==> src/rtl/memory_access_pkg.sv <==
// Shared constants for the memory-stage access unit: data width, funct3 size codes, FSM states.
package memory_access_pkg;

  localparam int XLEN = 32;

  localparam logic [1:0] SZ_B = 2'b00;
  localparam logic [1:0] SZ_H = 2'b01;
  localparam logic [1:0] SZ_W = 2'b10;

  typedef enum logic [1:0] {
    S_IDLE = 2'b00,
    S_REQ  = 2'b01,
    S_DONE = 2'b10
  } mem_state_e;

endpackage

==> src/rtl/memory_access_load_align.sv <==
// Load lane selection and sign/zero extension of a read word.
module memory_access_load_align
  import memory_access_pkg::*;
(
  input  logic [XLEN-1:0] rdata,
  input  logic [1:0]      offset,
  input  logic [2:0]      funct3,
  output logic [XLEN-1:0] value
);

  logic [7:0]  byte_lane;
  logic [15:0] half_lane;

  always_comb begin
    byte_lane = 8'(rdata >> {offset, 3'b000});
    half_lane = 16'(rdata >> {offset[1], 4'b0000});
    case (funct3[1:0])
      SZ_B:    value = funct3[2] ? {24'b0, byte_lane} : {{24{byte_lane[7]}}, byte_lane};
      SZ_H:    value = funct3[2] ? {16'b0, half_lane} : {{16{half_lane[15]}}, half_lane};
      default: value = rdata;
    endcase
  end

endmodule

==> src/rtl/memory_access.sv <==
// Memory-stage data-access unit: single-outstanding req/ack port, load alignment, stall request.
// Optional build macro MEM_MISALIGN_TRAP_EN flags misaligned H/W accesses instead of aligning them.
module memory_access
  import memory_access_pkg::*;
(
  input  logic            clk_i,
  input  logic            rst,
  input  logic            ED_mem_read_i,
  input  logic            ED_mem_write_i,
  input  logic [2:0]      ED_funct3_i,
  input  logic [XLEN-1:0] ED_valE_i,
  input  logic [XLEN-1:0] ED_valB_i,
  input  logic            M_stall_i,
  output logic            dmem_req_o,
  output logic            dmem_we_o,
  output logic [XLEN-1:0] dmem_addr_o,
  output logic [XLEN-1:0] dmem_wdata_o,
  output logic [3:0]      dmem_wstrb_o,
  input  logic [XLEN-1:0] dmem_rdata_i,
  input  logic            dmem_ack_i,
  output logic [XLEN-1:0] M_valM_o,
  output logic            M_busy_o,
  output logic            M_misalign_o
);

  // state  | meaning
  // IDLE   | waiting for a load/store in the E/M register
  // REQ    | bus request outstanding, waiting for ack
  // DONE   | result held until the M/W register captures it

  mem_state_e      state_q, state_d;
  logic            mem_op, misalign, start;
  logic [1:0]      off_aligned, off_q;
  logic [2:0]      funct3_q;
  logic            we_q;
  logic [XLEN-1:0] addr_q, wdata_q, wdata_d, result_q, load_val;
  logic [3:0]      wstrb_q, wstrb_d;

  assign mem_op = ED_mem_read_i | ED_mem_write_i;

  always_comb begin
    case (ED_funct3_i[1:0])
      SZ_B:    off_aligned = ED_valE_i[1:0];
      SZ_H:    off_aligned = {ED_valE_i[1], 1'b0};
      default: off_aligned = 2'b00;
    endcase
  end

`ifdef MEM_MISALIGN_TRAP_EN
  logic raw_misalign;
  assign raw_misalign = (ED_funct3_i[1:0] == SZ_H) ? ED_valE_i[0]
                      : (ED_funct3_i[1] && (ED_valE_i[1:0] != 2'b00));
  assign misalign = (state_q == S_IDLE) && mem_op && raw_misalign;
`else
  assign misalign = 1'b0;
`endif

  always_comb begin
    case (ED_funct3_i[1:0])
      SZ_B: begin
        wstrb_d = 4'b0001 << off_aligned;
        wdata_d = {4{ED_valB_i[7:0]}};
      end
      SZ_H: begin
        wstrb_d = 4'b0011 << off_aligned;
        wdata_d = {2{ED_valB_i[15:0]}};
      end
      default: begin
        wstrb_d = 4'b1111;
        wdata_d = ED_valB_i;
      end
    endcase
  end

  always_comb begin
    state_d  = state_q;
    M_busy_o = 1'b0;
    start    = 1'b0;
    case (state_q)
      S_IDLE: if (mem_op && !misalign) begin
        state_d  = S_REQ;
        M_busy_o = 1'b1;
        start    = 1'b1;
      end
      S_REQ: begin
        M_busy_o = 1'b1;
        if (dmem_ack_i) state_d = S_DONE;
      end
      S_DONE:  if (!M_stall_i) state_d = S_IDLE;
      default: state_d = S_IDLE;
    endcase
  end

  memory_access_load_align u_load_align (
    .rdata  (dmem_rdata_i),
    .offset (off_q),
    .funct3 (funct3_q),
    .value  (load_val)
  );

  always_ff @(posedge clk_i) begin
    if (rst) begin
      state_q  <= S_IDLE;
      addr_q   <= '0;
      wdata_q  <= '0;
      wstrb_q  <= '0;
      we_q     <= 1'b0;
      off_q    <= '0;
      funct3_q <= '0;
      result_q <= '0;
    end else begin
      state_q <= state_d;
      if (start) begin
        addr_q   <= {ED_valE_i[XLEN-1:2], 2'b00};
        we_q     <= ED_mem_write_i;
        wdata_q  <= ED_mem_write_i ? wdata_d : '0;
        wstrb_q  <= ED_mem_write_i ? wstrb_d : 4'b0000;
        off_q    <= off_aligned;
        funct3_q <= ED_funct3_i;
      end
      // Stores complete with a zero result so writeback sees a clean value.
      if (state_q == S_REQ && dmem_ack_i) result_q <= we_q ? '0 : load_val;
    end
  end

  assign dmem_req_o   = (state_q == S_REQ);
  assign dmem_we_o    = we_q;
  assign dmem_addr_o  = addr_q;
  assign dmem_wdata_o = wdata_q;
  assign dmem_wstrb_o = wstrb_q;
  assign M_valM_o     = (state_q == S_DONE) ? result_q : '0;
  assign M_misalign_o = misalign;

endmodule

==> config.mk <==
export PLATFORM = sky130hd
export DESIGN_NAME = memory_access
export DESIGN_NICKNAME = d
export VERILOG_FILES = /design/src/rtl/memory_access_pkg.sv /design/src/rtl/memory_access_load_align.sv /design/src/rtl/memory_access.sv
export SDC_FILE = /design/constraint.sdc
export NUM_CORES = 1
export LEC_CHECK = 0
export ABC_AREA = 1
export CORE_ASPECT_RATIO = 0.8
export CORE_MARGIN = 2
export CORE_UTILIZATION = 45
export DETAILED_ROUTE_END_ITERATION = 8
export HOLD_SLACK_MARGIN = 0.05
export PLACE_DENSITY = 0.84
export SYNTH_ARGS = -nofsm -noshare
export SYNTH_HDL_FRONTEND = slang
export SYNTH_HIERARCHICAL = 1
export SYNTH_SLANG_ARGS = --single-unit
==> constraint.sdc <==
create_clock -name clk_i -period 2.1 [get_ports clk_i]
set_clock_uncertainty 0.1 [all_clocks]
set_input_delay 0.315 -clock clk_i [delete_from_list [all_inputs] [get_ports clk_i]]
set_output_delay 0.315 -clock clk_i [all_outputs]
set_load 0.1 [all_outputs]
== Word level (Yosys, flattened, before mapping) ==
Cells that the tools add are included.
Word-level totals
  flip-flop bits (word level): 106
  input port bits: 105
  output and inout bits: 104
  word-level logic and storage cells: 42
Operators by class
  equal/unequal tests: 7
  shifts and indexed selects: 4
  mux-type cells: 17
  bitwise operators: 1
  reduce and logical (&&, ||, !) cells: 5
Operators by type and width (number)
  2-to-1 mux 32 bit: 5
  case mux 32 bit (2 select lines): 2
  right shift 32 x 5 -> 16 bit: 1
  right shift 32 x 5 -> 8 bit: 1
  case mux 4 bit (2 select lines): 1
  equality test 2 x 1 -> 1 bit (second input constant): 3
  logical NOT 2 bit: 3
  2-to-1 mux 2 bit: 3
  case mux 2 bit (3 select lines): 1
  2-to-1 mux 4 bit: 1
  != test 2 bit (second input constant): 2
  case mux 2 bit (2 select lines): 1
  << shifter 1 x 2 -> 4 bit (first input constant): 1
  << shifter 2 x 2 -> 4 bit (first input constant): 1
  AND reduction 3 bit: 1
  equality test 2 bit (second input constant): 1
  2-to-1 mux 1 bit: 2
  != test 2 x 1 -> 1 bit (second input constant): 1
  case mux 1 bit (2 select lines): 1
  logical AND 1 bit: 1
  bitwise OR 1 bit: 1

== Depth between registers and ports, before layout ==
Gate-level depths: netlist of run 1.
  word-level depth: 5
  gate-level depth with buffers: 13
  mapped depth without buffers: 11

== By module ==
The synthesis of run 1 kept the hierarchy.
By module, submodules not included
  memory_access: instances 1, cells each 719, area each 4713.3 um2, sequential area each 2122.0 um2
  memory_access_load_align: instances 1, cells each 154, area each 905.9 um2, sequential area each 0.0 um2

== Worst setup path after synthesis of run 1 ==
OpenSTA, ideal clock, no wires.
  kind: register to output
  start: reg state_q[1]
  end: out M_valM_o[10]
  arrival time: 2.072 ns
  required time: 1.685 ns
  setup slack: -0.387 ns
  cell stages (with the launch flop): 6
  buffers on the path: 1
  path through: dfxtp_1 -> inv_2 -> nor2_1 -> inv_1 -> clkbuf_1 -> nor2_1
On the way
  longest elaborated chain between the ends: 2
Ends and longest elaborated chain
  start: declaration: RTL line memory_access.sv:31  | mem_state_e state_q, state_d;
  start signal: assignment: RTL line memory_access.sv:112  | state_q <= state_d;
  equality test 2 bit: RTL line memory_access.sv:131  | assign M_valM_o = (state_q == S_DONE) ? result_q : '0;
  2-to-1 mux 32 bit: RTL line memory_access.sv:131
  end: declaration: RTL line memory_access.sv:21  | output logic [XLEN-1:0] M_valM_o,
No other way between the ends.

== Final worst setup path of run 1 ==
  start: reg state_q[1]
  end: out M_valM_o[15]
The elaborated chain is that of the path after synthesis.

==> results of run 1 <==
-- cell type report --
cell class	count	area, um^2	share of cell area, %
flip-flops and latches	106	2120	25.7
repair buffers	228	2450	29.7
clock inverters	6	51.3	0.620
clock buffers	9	225	2.72
well taps	152	190	2.30
inverters	118	450	5.44
multi-input cells	591	2780	33.6
-- stage by stage --
step | utilization, % | setup WS, ns | cell area [um^2] | hold WS [ns]
global route | 68.0 | -0.0106 | 8270 | 0.385
detailed placement | 65.0 | 0.0435 | 7900 | 0.345
finish | 68.0 | 0.0930 | 8270 | 0.363
CTS | 67.3 | -0.0212 | 8190 | 0.356
floorplan | - | -0.387 | 5630 | 0.330
global placement | 65.0 | 0.0663 | 7900 | 0.339
-- tightest hold or removal path, delay by kind of cell (launching register included) --
family,cells,cell delay (ns)
AOI/OAI and AO/OA,1,0.05
DFF,1,0.31
and+or+nand+nor,1,0.06
-- power by group through the flow --
stage,Sequential (mW),Clock (mW),Combinational (mW)
2_1_floorplan,3.15,0,0.998
3_3_place_gp,2.32,0,2.41
3_5_place_dp,2.32,0,2.44
4_1_cts,2.28,1.66,2.45
5_1_grt,2.30,1.73,2.64
6_report,2.28,1.62,2.46
-- worst max-delay path by stage --
stage | end | from
final | M_valM_o[15] | state_q[1]
after floorplan | M_valM_o[10] | state_q[1]
after global routing | M_valM_o[15] | state_q[1]
after global placement | result_q[30] | dmem_rdata_i[23]
after detailed placement | result_q[30] | dmem_rdata_i[23]
after CTS | M_valM_o[0] | state_q[1]
-- cell usage after synthesis (3+ instances only) --
| cell type | n | share of area (%) |
|---|---|---|
| nor2_1 | 202 | 13 |
| nand2_1 | 160 | 11 |
| inv_1 | 111 | 7.4 |
| dfxtp_1 | 106 | 38 |
| a21oi_1 | 57 | 5.1 |
| o21ai_0 | 54 | 4.8 |
| nand3_1 | 35 | 3.1 |
| clkbuf_1 | 25 | 1.7 |
| nand3_2 | 21 | 3.7 |
| o21ai_1 | 20 | 1.8 |
| buf_2 | 19 | 1.7 |
| nand2_2 | 9 | 1.0 |
| buf_6 | 7 | 1.4 |
| o211ai_1 | 7 | 0.94 |
| buf_4 | 5 | 0.67 |
| inv_2 | 5 | 0.33 |
| or2_2 | 5 | 0.56 |
| and2_0 | 4 | 0.45 |
| and2_4 | 3 | 0.47 |
| nor2_2 | 3 | 0.33 |
-- registers in the layout, summed over array words and instances, names as in the netlist --
| name | count |
|---|---|
| off_q | 2 |
| dmem_wdata_o | 32 |
| state_q | 2 |
| dmem_we_o | 1 |
| result_q | 32 |
| dmem_wstrb_o | 4 |
| dmem_addr_o | 30 |
| funct3_q | 3 |
-- layer usage --
metal,vias up,GRT usage [%]
met3,33,7.97
met4,0,9.16
met2,282,37.6
met5,-,0
li1,3021,-
met1,2624,31.7
-- kinds of logic after synthesis --
| kind of cell | after synthesis |
|---|---|
| AND/OR/NAND/NOR | 448 |
| buffers and inverters | 178 |
| AO/OA/AOI/OAI | 140 |
| flip-flops | 106 |
| other | 1 |
==> run metrics, run 1 <==
outcome complete, no violations; H-tree depth 3; Core Footprint 0.0122 mm^2; routed vias 5960; simple logic cell fraction of the synthesized area 34.8%; M1 WL 6900 um; Die Y 104 um; DR top layer met4; worst slew pin tran 0.639 ns; adder-cell share of the synthesized area 0%; PnR Total Power 6.37 mW; postcts setup bufs 0; Gate power share 38.7%; P per Cell Area 770 mW/mm^2; Relative slew margins 57.4%; critical path's slowest cell dfxtp_2; period utilisation layout 95.6%; HP Class reg2reg; Clock power frac 25.5%; placed cells 1195; hold path endpoint dmem_wdata_o[4]; vias in the first global route 5564; Synth Area in XOR/XNOR 0%; Critical Path RT 1.68 ns; CP Capture Type output port; Reg power frac 35.9%; DRT Pass-1 Iters 5; Tot GR Track Use 24.4%; setup TNS 0 ns; # DRC 0; Longest Clk Path Bufs 2; hold path start dmem_wdata_o[4]; critical path depth 6; CP Data Arrival Time 1.59 ns; crit-path max FO 32; Row Count 36; leakage power 3.75 nW; CP max stage delay 0.37 ns; hold buffers post-CTS 0; # setup viols final 0; Post-Syn Area 0.00562 mm^2; Post-synth EDFFs 0; metal2 WL 7350 um; CP top delay family buffers and inverters; Tmin final 2.01 ns; synth warn 6; mux cell area share after synthesis 0%; largest family of logic cells by synthesized area simple AND/OR/NAND/NOR gates; hpwl dp 12000 um; post-layout net count 1159; first-pass GRT wire length 26600 um; final cell count without fillers 1210; peak supply drop 0.000697 V; critical path class reg2out; CTS buffer count 9; Worst R2R End result_q[30]; R2R Setup Slk 0.22 ns; Worst Reg-to-Reg Cells 11; CTS clk-pin slew, worst paths 0.08 ns; Sw Pwr 2.64 mW; Top Ports 209; clock latency on the worst-skew pair 0.35 ns; Netlist cell types 32; Top FF cell, synth dfxtp_1; vias per cell 4.93; clk sinks 106; grt ovf 0; RR Startpoint off_q[1]; I/O Buffers 205; max cap viols 0; CP Cell Sequence inv_2, nor2_1, inv_1, buf_8, nor2_2, buf_12; ANT nets after route 0; Internal Power 3.73 mW; number of synthesized register bits 106; final hold vios 0; Area Overhead vs Synth 47.2%; initial antenna violation count 0; buffer and inverter count on the worst path 4; # diodes 0; final wirelength 16300 um; met3 WL 1620 um; die width 129 um; DR WL/cell 13.5 um; post-CTS sizing 4; switching fraction of total power 41.5%; largest net degree at the start of global routing 66; most common cell after layout, fill and taps aside nor2_1; most frequent cells in the layout nor2_1, nand2_1, inv_1; # fillers 1011; Gate Count Post-Synth 873; sequential fraction of the synthesis area 37.8%; startpoint types flip-flop; post-synthesis compound-gate area fraction 12.9%; Die ar. 0.0134 mm^2; Synth Area per Inst 6.44 um^2; Max Clock Freq 498 MHz; Final Max Tran Viols 0; CTS Root Cell clkbuf_16; hold depth 2; Initial Utilization 46.2%; DRT iter0 DRCs 472; Async S/R FF share, synth 0%; CTS tree done; share of cells above drive strength 1 21.2%; GP Congestion 0.887
(Power assumes the default switching activity.)
==> run 2, diff against run 1 <==
--- a/config.mk
+++ b/config.mk
@@ -7,7 +7,6 @@
 export LEC_CHECK = 0
 export ABC_AREA = 1
 export CORE_ASPECT_RATIO = 0.8
-export CORE_MARGIN = 2
 export CORE_UTILIZATION = 45
 export DETAILED_ROUTE_END_ITERATION = 8
 export HOLD_SLACK_MARGIN = 0.05
==> run metrics, run 2 (synthesis gave the netlist of run 1 again) <==
startpoint types flip-flop; largest net degree at the start of global routing 66; metal2 WL 7560 um; worst slew pin tran 0.649 ns; routed vias 6005; Post-DP Area 0.00792 mm^2; most common cell after layout, fill and taps aside nor2_1; P per Cell Area 780 mW/mm^2; outcome complete, no violations; Max Clock Freq 505 MHz; Relative slew margins 56.7%; CP Data Arrival Time 1.56 ns; crit-path max FO 32; vias per cell 4.95; # setup viols final 0; share of cells above drive strength 1 21.4%; most frequent cells in the layout nor2_1, nand2_1, inv_1; final hold vios 0; dpl ws 0.0706 ns; period utilisation layout 94.2%; Top Ports 209; CTS buffer count 9; leakage power 3.78 nW; CP Cell Sequence inv_2, nor2_1, inv_1, buf_8, nor2_2, buf_12; die width 127 um; # fillers 992; M1 WL 7340 um; Row Count 36; fin area 0.00835 mm^2; Die Y 102 um; I/O Buffers 205; DRT Pass-1 Iters 5; DR WL/cell 13.8 um; Critical Path RT 1.68 ns; initial antenna violation count 0; final wirelength 16800 um; Die ar. 0.0129 mm^2; ANT nets after route 0; Tot GR Track Use 26.0%; CTS clk-pin slew, worst paths 0.07 ns; met3 WL 1600 um; CP top delay family buffers and inverters; grt ovf 0; # DRC 0; post-layout net count 1162; vias in the first global route 5485; Tmin final 1.98 ns; CTS tree done; GP Congestion 0.896; max cap viols 0; CTS Root Cell clkbuf_16; critical path's slowest cell dfxtp_2; Area Overhead vs Synth 48.6%; postcts setup bufs 0; worst hold slack 0.362 ns; HP Class reg2reg; H-tree depth 3; critical path class reg2out; DR top layer met4; post-layout util 68.7%; CP Capture Type output port; clk sinks 106; hpwl dp 12100 um; first-pass GRT wire length 26700 um; CP max stage delay 0.37 ns; Initial Utilization 46.2%; DRT iter0 DRCs 420; buffer and inverter count on the worst path 4; # diodes 0; hold buffers post-CTS 0; Longest Clk Path Bufs 2; clock latency on the worst-skew pair 0.35 ns; peak supply drop 0.000702 V; Final Max Tran Viols 0; final worst-path setup slack 0.121 ns; Core Footprint 0.0122 mm^2
[run 2: layout make-up]
cell class,instances,area [um^2],area share [%]
clock inverter,6,75.1,0.899
tap,152,190,2.28
inverter,118,450,5.39
timing repair buffer,231,2480,29.7
sequential,106,2120,25.4
multi-input combinational,591,2810,33.6
clock buffer,9,225,2.70
[run 2: per-stage QoR]
step / std cells / total power, mW / TNS [ns]
after CTS: 1213 / 6.53 / 0
after detailed placement: 1198 / 4.78 / 0
after floorplan: 875 / 4.14 / -12.44
after global placement: 1198 / 4.76 / 0
after global routing: 1213 / 6.84 / -0.0392
final: 1213 / 6.51 / 0
[run 2: final timing paths]
kind                                       from               to  slack (ns)  depth (start not counted)
worst min register to register  dmem_wdata_o[4]  dmem_wdata_o[4]        0.36                          2
worst max register to register         off_q[1]     result_q[26]        0.28                         12
worst max-delay path                 state_q[1]     M_valM_o[24]        0.12                          6
worst min-delay path            dmem_wdata_o[4]  dmem_wdata_o[4]        0.36                          2
[run 2: worst min-delay path, stage by stage (launching register included)]
cell and delay (ns):
dfxtp_1 0.31, nand2_1 0.06, a21oi_1 0.05
[run 2: routing by layer]
| metal | track usage, % | vias to the layer above |
|---|---|---|
| met3 | 7.12 | 24 |
| met1 | 34.7 | 2692 |
| met2 | 41.2 | 256 |
| li1 | - | 3033 |
| met5 | 0 | - |
| met4 | 7.88 | 0 |
[run 2: power breakdown]
part	switching [mW]	internal (mW)
sequential	0.0936	2.19
clock	0.797	0.938
combinational	1.76	0.732
total	2.65	3.86
[run 2: repair_timing]
item                       in CTS  in global routing
setup endpoints to repair       1                 39
cloned                          0                  0
hold endpoints to repair        0                  0
resized for setup               1                 43
==> run 3, diff against run 2 <==
--- a/config.mk
+++ b/config.mk
@@ -7,10 +7,10 @@
 export LEC_CHECK = 0
 export ABC_AREA = 1
 export CORE_ASPECT_RATIO = 0.8
-export CORE_UTILIZATION = 45
+export CORE_UTILIZATION = 43
 export DETAILED_ROUTE_END_ITERATION = 8
 export HOLD_SLACK_MARGIN = 0.05
-export PLACE_DENSITY = 0.84
+export PLACE_DENSITY = 0.81
 export SYNTH_ARGS = -nofsm -noshare
 export SYNTH_HDL_FRONTEND = slang
 export SYNTH_HIERARCHICAL = 1
==> run metrics, run 3 (synthesis gave the netlist of run 1 again) <==
final cell count without fillers 1230; Die Y 104 um; DR WL/cell 13.7 um; Area Overhead vs Synth 48.9%; placed cells 1214; Multi-input gate area 0.00280 mm^2; H-tree depth 3; vias per cell 4.82; hold path start dmem_wdata_o[23]; Gate power share 38.1%; R2R Setup Slk 0.32 ns; critical path class reg2out; Critical Path RT 1.68 ns; max cap viols 0; outcome complete, no violations; critical path's slowest cell dfxtp_1; startpoint types flip-flop; postcts setup bufs 0; Max Clock Freq 502 MHz; CP dominant cell by count nor2_2; vias in the first global route 5464; hold buffers post-CTS 0; DRT iter0 DRCs 441; peak supply drop 0.000705 V; Clock power frac 26.9%; hold depth 2; Core Footprint 0.0125 mm^2; # diodes 0; Die ar. 0.0135 mm^2; routed vias 5926; CP Data Arrival Time 1.58 ns; HP Class reg2reg; CTS tree done; CP Capture Type output port; post-layout net count 1159; # fillers 1077; share of cells above drive strength 1 21.2%; most frequent cells in the layout nor2_1, nand2_1, inv_1; Top Ports 209; ANT nets after route 0; period utilisation layout 94.8%; grt ovf 0; Relative slew margins 53.3%; largest net degree at the start of global routing 67; Storage cell area 0.00212 mm^2; CTS Root Cell clkbuf_16; Row Count 36; # setup viols final 0; CP Cell Sequence inv_2, nor2_2, inv_1, buf_4, nor2_2, buf_12; Worst R2R End result_q[9]; CTS buffer count 9; Initial Utilization 45.0%; hold path endpoint dmem_wdata_o[23]; most common cell after layout, fill and taps aside nor2_1; P per Cell Area 780 mW/mm^2; Longest Clk Path Bufs 2; setup TNS 0 ns; # DRC 0; final hold vios 0; GP Congestion 0.896; leakage power 3.77 nW; I/O Buffers 205; Reg power frac 35.0%; worst hold slack 0.366 ns; PnR Total Power 6.53 mW; first-pass GRT wire length 27300 um; RR Startpoint off_q[1]; DRT Pass-1 Iters 7; worst slew pin tran 0.699 ns; final wirelength 16800 um; hpwl dp 12300 um; initial antenna violation count 0; Tmin final 1.99 ns; CP max stage delay 0.39 ns; Final Max Tran Viols 0; CTS clk-pin slew, worst paths 0.09 ns; die width 130 um; Internal Power 3.78 mW; clock latency on the worst-skew pair 0.35 ns; Sw Pwr 2.75 mW; Worst Reg-to-Reg Cells 9; switching fraction of total power 42.0%; clk sinks 106; Tot GR Track Use 25.3%; crit-path max FO 15
## run 3: what timing repair did
item,CTS,global route
gates cloned,0,0
resized for setup,2,39
setup endpoints to repair,2,33
endpoints found under the hold margin,0,0
## run 3: how the worst max path moves through the flow
| stage | from | end | slack (ns) |
|---|---|---|---|
| global placement | dmem_rdata_i[15] | result_q[16] | 0.15 |
| finish | state_q[1] | M_valM_o[15] | 0.11 |
| global route | state_q[1] | M_valM_o[15] | -0.009 |
| detailed placement | dmem_rdata_i[23] | result_q[24] | 0.1 |
| floorplan | state_q[1] | M_valM_o[10] | -0.39 |
| CTS | state_q[1] | M_valM_o[21] | 0.02 |
## run 3: power by group through the flow
stage          Combinational (mW)  Clock, mW  Sequential [mW]
2_1_floorplan               0.998          0             3.15
3_3_place_gp                 2.43          0             2.32
3_5_place_dp                 2.46          0             2.33
4_1_cts                      2.47       1.78             2.29
6_report                     2.49       1.75             2.29
5_1_grt                      2.66       1.86             2.31
## run 3: final cells by class
type / count / area share (%)
Sequential cell: 106 / 25.4
Multi-Input combinational cell: 591 / 33.5
Timing Repair Buffer: 228 / 29.4
Tap cell: 171 / 2.56
Clock buffer: 9 / 2.69
Clock inverter: 7 / 1.05
Inverter: 118 / 5.38
## run 3: worst max-delay path, delay by kind of cell (launching register included)
family                 cells  cell delay (ns)
DFF                        1             0.39
buffers and inverters      4             0.56
and+or+nand+nor            2             0.27
## run 3: per-stage QoR
stage	worst slack, ns	cell area, um^2	util, %
3_3_place_gp	0.147	7940	63.6
4_1_cts	0.0213	8260	66.2
5_1_grt	-0.00900	8370	67.1
3_5_place_dp	0.0997	7940	63.6
2_1_floorplan	-0.387	5630	-
6_report	0.110	8370	67.1
## run 3: routing by layer
layer  GRT usage [%]  wire length (um)  vias up
met2            39.8              7670      231
met1            34.5              7520     2658
met5               0                 0        -
li1                -                 -     3026
met3            7.10              1470       11
met4            4.32               149        0
